**config.mk**
```make
export PLATFORM = sky130hd
export DESIGN_NAME = sum_accumulator
export DESIGN_NICKNAME = d
export VERILOG_FILES = /design/src/rtl/sum_accumulator.sv
export SDC_FILE = /design/constraint.sdc
export NUM_CORES = 1
export LEC_CHECK = 0
export CELL_PAD_IN_SITES_DETAIL_PLACEMENT = 0
export CELL_PAD_IN_SITES_GLOBAL_PLACEMENT = 1
export CORE_ASPECT_RATIO = 1.2
export CORE_MARGIN = 2
export CORE_UTILIZATION = 34
export CTS_CLUSTER_DIAMETER = 100
export DETAILED_ROUTE_END_ITERATION = 6
export PLACE_DENSITY = 0.64
export SYNTH_ARGS = -nofsm -noshare
export SYNTH_HDL_FRONTEND = slang
export SYNTH_SLANG_ARGS = --single-unit
export TNS_END_PERCENT = 50
```
**constraint.sdc**
```tcl
create_clock -name clk -period 2.7 [get_ports clk]
set_input_delay 0.675 -clock clk [delete_from_list [all_inputs] [get_ports clk]]
set_output_delay 0.675 -clock clk [all_outputs]
set_load 0.005 [all_outputs]
```
**src/rtl/sum_accumulator.sv**
```systemverilog
// Running-total consumer for the 8-bit adder stage: accumulates {carry,sum} results
// under valid/ready, counts samples, and streams a snapshot of the total LSB first.
module sum_accumulator #(
    parameter int ACC_W = 16,
    parameter int CNT_W = 8
) (
    input  logic             clk,
    input  logic             rst,
    input  logic             in_valid,
    output logic             in_ready,
    input  logic [7:0]       in_sum,
    input  logic             in_carry,
    input  logic             clear,
    input  logic             rd_req,
    output logic             out_valid,
    output logic [7:0]       out_byte,
    output logic             out_last,
    output logic             acc_overflow,
    output logic [CNT_W-1:0] sample_count
);
    localparam int NB    = ACC_W / 8;
    localparam int IDX_W = (NB > 1) ? $clog2(NB) : 1;

    typedef enum logic {ACCUM = 1'b0, READ = 1'b1} state_t;

    state_t             state_reg;
    logic [ACC_W-1:0]   acc_reg;
    logic [ACC_W-1:0]   snap_reg;
    logic [IDX_W-1:0]   idx_reg;
    logic               out_valid_reg;
    logic [7:0]         out_byte_reg;
    logic               out_last_reg;
    logic               overflow_reg;
    logic [CNT_W-1:0]   count_reg;

    logic [7:0]         snap_bytes [NB];
    logic               accept;
    logic [ACC_W+1:0]   sum_wide;
    logic [ACC_W-1:0]   acc_next;
    logic               wrap;
    logic               last_idx;
    logic [IDX_W-1:0]   idx_next;

    genvar gi;
    generate
        for (gi = 0; gi < NB; gi++) begin : g_bytes
            assign snap_bytes[gi] = snap_reg[8*gi +: 8];
        end
    endgenerate

    assign in_ready = (state_reg == ACCUM) && !clear;
    assign accept   = in_valid && in_ready;

    // Two guard bits: with ACC_W=8 the 9-bit addend alone can exceed the total width.
    assign sum_wide = {2'b00, acc_reg} + (ACC_W+2)'({in_carry, in_sum});
    assign wrap     = accept && (sum_wide[ACC_W+1:ACC_W] != 2'b00);
    assign acc_next = accept ? sum_wide[ACC_W-1:0] : acc_reg;
    assign last_idx = (idx_reg == IDX_W'(NB - 1));
    assign idx_next = idx_reg + IDX_W'(1);

    always_ff @(posedge clk) begin
        if (rst) begin
            state_reg     <= ACCUM;
            acc_reg       <= '0;
            snap_reg      <= '0;
            idx_reg       <= '0;
            out_valid_reg <= 1'b0;
            out_byte_reg  <= 8'h00;
            out_last_reg  <= 1'b0;
            overflow_reg  <= 1'b0;
            count_reg     <= '0;
        end else begin
            case (state_reg)
                ACCUM: begin
                    if (clear) begin
                        acc_reg      <= '0;
                        count_reg    <= '0;
                        overflow_reg <= 1'b0;
                    end else begin
                        acc_reg <= acc_next;
                        if (accept && (count_reg != '1))
                            count_reg <= count_reg + CNT_W'(1);
                        if (wrap)
                            overflow_reg <= 1'b1;
                        // The first byte is launched on the request edge so it appears next cycle.
                        if (rd_req) begin
                            snap_reg      <= acc_next;
                            out_valid_reg <= 1'b1;
                            out_byte_reg  <= acc_next[7:0];
                            out_last_reg  <= (NB == 1);
                            idx_reg       <= '0;
                            state_reg     <= READ;
                        end
                    end
                end
                READ: begin
                    if (last_idx) begin
                        out_valid_reg <= 1'b0;
                        out_last_reg  <= 1'b0;
                        state_reg     <= ACCUM;
                    end else begin
                        idx_reg       <= idx_next;
                        out_byte_reg  <= snap_bytes[idx_next];
                        out_last_reg  <= (idx_next == IDX_W'(NB - 1));
                    end
                end
                default: state_reg <= ACCUM;
            endcase
        end
    end

    assign out_valid    = out_valid_reg;
    assign out_byte     = out_byte_reg;
    assign out_last     = out_last_reg;
    assign acc_overflow = overflow_reg;
    assign sample_count = count_reg;
endmodule

```
Word level (Yosys, flattened, before mapping)
Index checks and enable logic that the tools add are counted.

Muxes and demuxes: 27. Reduce and logical (&&, ||, !) cells: 14. $lt $le $gt $ge: 1. Bitwise gates (word level): 3. Equal/unequal tests: 5. Add/subtract/negate cells: 3.

Operators by type and width (count): 2-to-1 mux 8 bit (8); 2-to-1 mux 16 bit (2); adder 16 x 9 -> 17 bit (1); case mux 8 bit (2 select lines) (1); 2-to-1 mux 1 bit (12); AND reduction 3 bit (3); adder 8 x 1 -> 8 bit, second input constant (1); != test 8 bit, second input constant (1); case mux 1 bit (2 select lines) (4); != test 2 bit, second input constant (3); AND reduction 2 bit (3); nonzero test 2 bit (3); logical AND 1 bit (4); >= comparator 2 bit, second input constant (1); != test 2 x 1 -> 1 bit, second input constant (1); NOT 1 bit (2); NOT 1 -> 2 bit (1); adder 1 bit, second input constant (1); zero test 1 bit (1).

Logic and storage cells: 62. Flip-flop bits (word level): 53. Input bits: 14.

Longest topological paths before layout
Word-level depth: 7. Depth in mapped cells: 9.

Worst setup path after synthesis
OpenSTA, ideal clock, no wires.

Path type: input to register. Start: in in_sum[0]. End: reg acc_reg[14]. Slack: 0.248 ns. Setup time: 0.074 ns. Data arrival time: 2.378 ns. Stages: 9. Path through: ha_1 inv_1 fa_1 nor2b_1 o21a_1 o2bb2ai_1 clkbuf_1 or4_1 a31oi_1.

Cells in the longest elaborated chain, start to end: 3.

Ends and longest elaborated chain: from (decl) (RTL line 11) `input logic [7:0] in_sum,`; adder 16 x 9 -> 17 bit (RTL line 55) `assign sum_wide = {2'b00, acc_reg} + (ACC_W+2)'({in_carry, in_sum});`; 2-to-1 mux 16 bit (RTL line 57) `assign acc_next = accept ? sum_wide[ACC_W-1:0] : acc_reg;`; 2-to-1 mux 16 bit (RTL line 75) `if (clear) begin`; to (signal assigned) (RTL line 80) `acc_reg <= acc_next;`; to (decl) (RTL line 27) `logic [ACC_W-1:0] acc_reg;`.

Every way passes these cells. A chain may end at the register's enable or synchronous reset.

Worst setup path after layout
Start: in clear. End: out in_ready.

Cells in the longest elaborated chain, start to end: 2.

Ends and longest elaborated chain: from (decl) (RTL line 13) `input logic clear,`; zero test 1 bit (RTL line 51) `assign in_ready = (state_reg == ACCUM) && !clear;`; logical AND 1 bit (RTL line 51); to (decl) (RTL line 10) `output logic in_ready,`.

Every way passes these cells.

==> results_dict.tcl <==
set metrics [dict create \
    status "finished, final reports clean" \
    post-route-min-period_ps 2650 \
    finish.utilization_pct 46.4 \
    cts_setup_buffers 0 \
    fin_skew_ps 9.13 \
    setup_viol 0 \
    synth_ff_type "dfxtp_1" \
    p_int_mw 1.10 \
    synth_nets 390 \
    die_h_um 105 \
    worst_pin_slew_ps 658 \
    cts_tree "yes" \
    finalWorstSetupSlack_ps 46.8 \
    cts_buffers 5 \
    grt_pass1_wl_um 14600 \
    crit_required_ps 2030 \
    port_buffers 33 \
    coreArea_um2 8150 \
    hold_violations 0 \
    p_per_area_nw_per_um2 414 \
    design.die.area_um2 9170 \
    num-fill-cells 828 \
    grt_max_degree 19 \
    syn-cell-area_um2 2860 \
    synthCells 365 \
    post-route-drc-count 0 \
    use_met1_pct 26.8 \
    synthArstFlopShare_pct 0 \
    dp.final_hpwl_um 6630 \
    final_cell_mix "buf_4, dfxtp_1, nand2_1" \
    drt-total-wl_um 8600 \
    firstDrtPassIters 4 \
    clock_path_buffers 2 \
    grt_use_met3_pct 2.94 \
    start_util_pct 35.1 \
    criticalPathCategory "in2out" \
    path_common_cell "clkdlybuf4s50_1" \
    synth_seq_cells 49 \
    ir_drop_mv 0.180 \
    post_synth_num_cell_types 57 \
    nets 465 \
    regArea_um2 981 \
    multiInputGateArea_um2 1770 \
    fin_total_pwr_mw 1.56 \
    path_delay_family "buffers and inverters" \
    use_met2_pct 33.5 \
    worstPathMaxFanout 4 \
    clk_latency_ps 310 \
    crit_arrival_ps 1980 \
    fmax_ghz 0.377 \
    rsz0062_at_grt "yes" \
    slew-limit-headroom_pct 56.1 \
    path_buf_inv 3 \
    largest_register_ffs 16 \
    viasPerCell 5.35 \
    place.gp.congestion 0.843 \
    grt_pass1_vias 2935 \
    vias 2968 \
    avgRoutedWirePerCell_um 15.5 \
    synth_enable_flop_cells 0 \
    comb_power_share_pct 21.5 \
    cts-root-buf "clkbuf_8" \
    place_ws_ps -402 \
    cpPeakStageDelay_ps 520 \
    drive_above_1_share_pct 17.2 \
    die_w_um 87.8 \
    avgSynthCellArea_um2 7.84 \
    grt.busiest_layer "met2" \
    p_switching_uw 463 \
    crit_chain "clkdlybuf4s50_1 -> buf_4 -> nor2_4 -> clkdlybuf4s50_1" \
    syn_to_final_growth_pct 32.1 \
    num_rows 36 \
    clk_pin_slew_worst_paths_ps 100 \
    seqPwrFrac_pct 50.0 \
    ios 34 \
    drt_iter0_markers 83 \
    cp_slowest_cell "clkdlybuf4s50_1" \
    slew_violations 0 \
    synth_warnings 0 \
    track_usage_pct 20.1 \
    layout.cells.most_common "buf_4" \
    clkPwrFrac_pct 28.5 \
    grt-ovfl-total 0 \
    min_path_type "reg2reg" \
    max_cap_viol_count 0 \
    ant_nets 0 \
    yosysSeqAreaShare_pct 34.3 \
    switching_share_pct 29.6 \
    p_leak_nw 1.48 \
    cts.sinks 49 \
    final.period_utilization_pct 98.3 \
    cts_max_level 2 \
    end_kind "output pin" \
    diodes 0 \
    antenna_found_initial 0 \
    start_kind "input port" \
]
-- worst register-to-register path, stage by stage, from the launching register on --
cell       delay [ps]
dfxtp_1           360
ha_1              170
inv_1              60
fa_2              350
nor2b_2           150
o21a_1            160
o2bb2ai_2         130
or4_1             440
a311oi_2          260
-- power groups by stage --
stage                     Combinational (mW)  Clock [mW]  Sequential, mW
after CTS                              0.337       0.456           0.782
after global routing                   0.372       0.486           0.788
after detailed placement               0.334           0           0.799
after floorplan                        0.177           0           0.787
after global placement                 0.335           0           0.799
final                                  0.336       0.446           0.782
-- logic make-up after synthesis --
kind of cell	count (synthesis)	share of synthesized area [%]
adders and majority gates	11	5.07
DFF	49	34.3
buffers and inverters	35	4.81
muxes	7	2.49
and+or+nand+nor	142	24.8
xor gates and xnor gates	4	1.22
AOI/OAI and AO/OA	117	27.4
-- layout make-up --
| cell class | count | area share [%] |
|---|---|---|
| clock buffer | 7 | 2.02 |
| multi-input combinational | 281 | 46.7 |
| tap | 114 | 3.77 |
| sequential | 49 | 25.9 |
| clock inverter | 1 | 0.199 |
| inverter | 13 | 1.29 |
| timing repair buffer | 90 | 20.1 |
-- repair_timing --
action / 4_1_cts / 5_1_grt
endpoints found under the hold margin: 0 / 0
gates resized for setup: 2 / 2
endpoints found under the setup margin: 3 / 3
hold buffers: 0 / 0
-- through the flow --
| stage | setup TNS [ps] | std cells | hold WS [ps] | instance area, um2 |
|---|---|---|---|---|
| after detailed placement | -3440 | 547 | 443 | 3680 |
| after floorplan | 0 | 365 | 436 | 2860 |
| final | 0 | 555 | 455 | 3780 |
| after global placement | -2620 | 547 | 441 | 3680 |
| after CTS | 0 | 555 | 457 | 3770 |
| after global routing | -5.79 | 555 | 478 | 3780 |
-- Yosys cell counts, types with 5 or more instances --
master / instances / area, um2
nor2_1: 34 / 128
o211ai_1: 11 / 82.6
a21oi_1: 32 / 160
a211oi_1: 7 / 52.6
or3_1: 5 / 31.3
o21ai_0: 20 / 100
and3_1: 7 / 43.8
inv_1: 13 / 48.8
a31oi_1: 6 / 37.5
mux2i_1: 6 / 60.1
clkbuf_1: 15 / 56.3
buf_2: 5 / 25.0
nand3_1: 13 / 65.1
ha_1: 10 / 125
a311oi_1: 5 / 43.8
nor3_1: 8 / 40.0
dfxtp_1: 49 / 981
nand2_1: 43 / 161
nand4_1: 6 / 37.5
-- final timing paths --
path,start,endpoint,slack (ps),cells past startpoint
worst max-delay path,clear,in_ready,50,4
worst min-delay path,out_byte[1],out_byte[1],460,2
worst max register to register,acc_reg[0],snap_reg[14],540,8
worst min register to register,out_byte[1],out_byte[1],460,2
-- routing by layer --
metal | vias up | part of all wire, %
met4 | 0 | 1.2
met3 | 12 | 2.9
li1 | 1515 | -
met1 | 1380 | 47
met5 | - | 0
met2 | 61 | 49
Power figures use the tool's default switching activity.
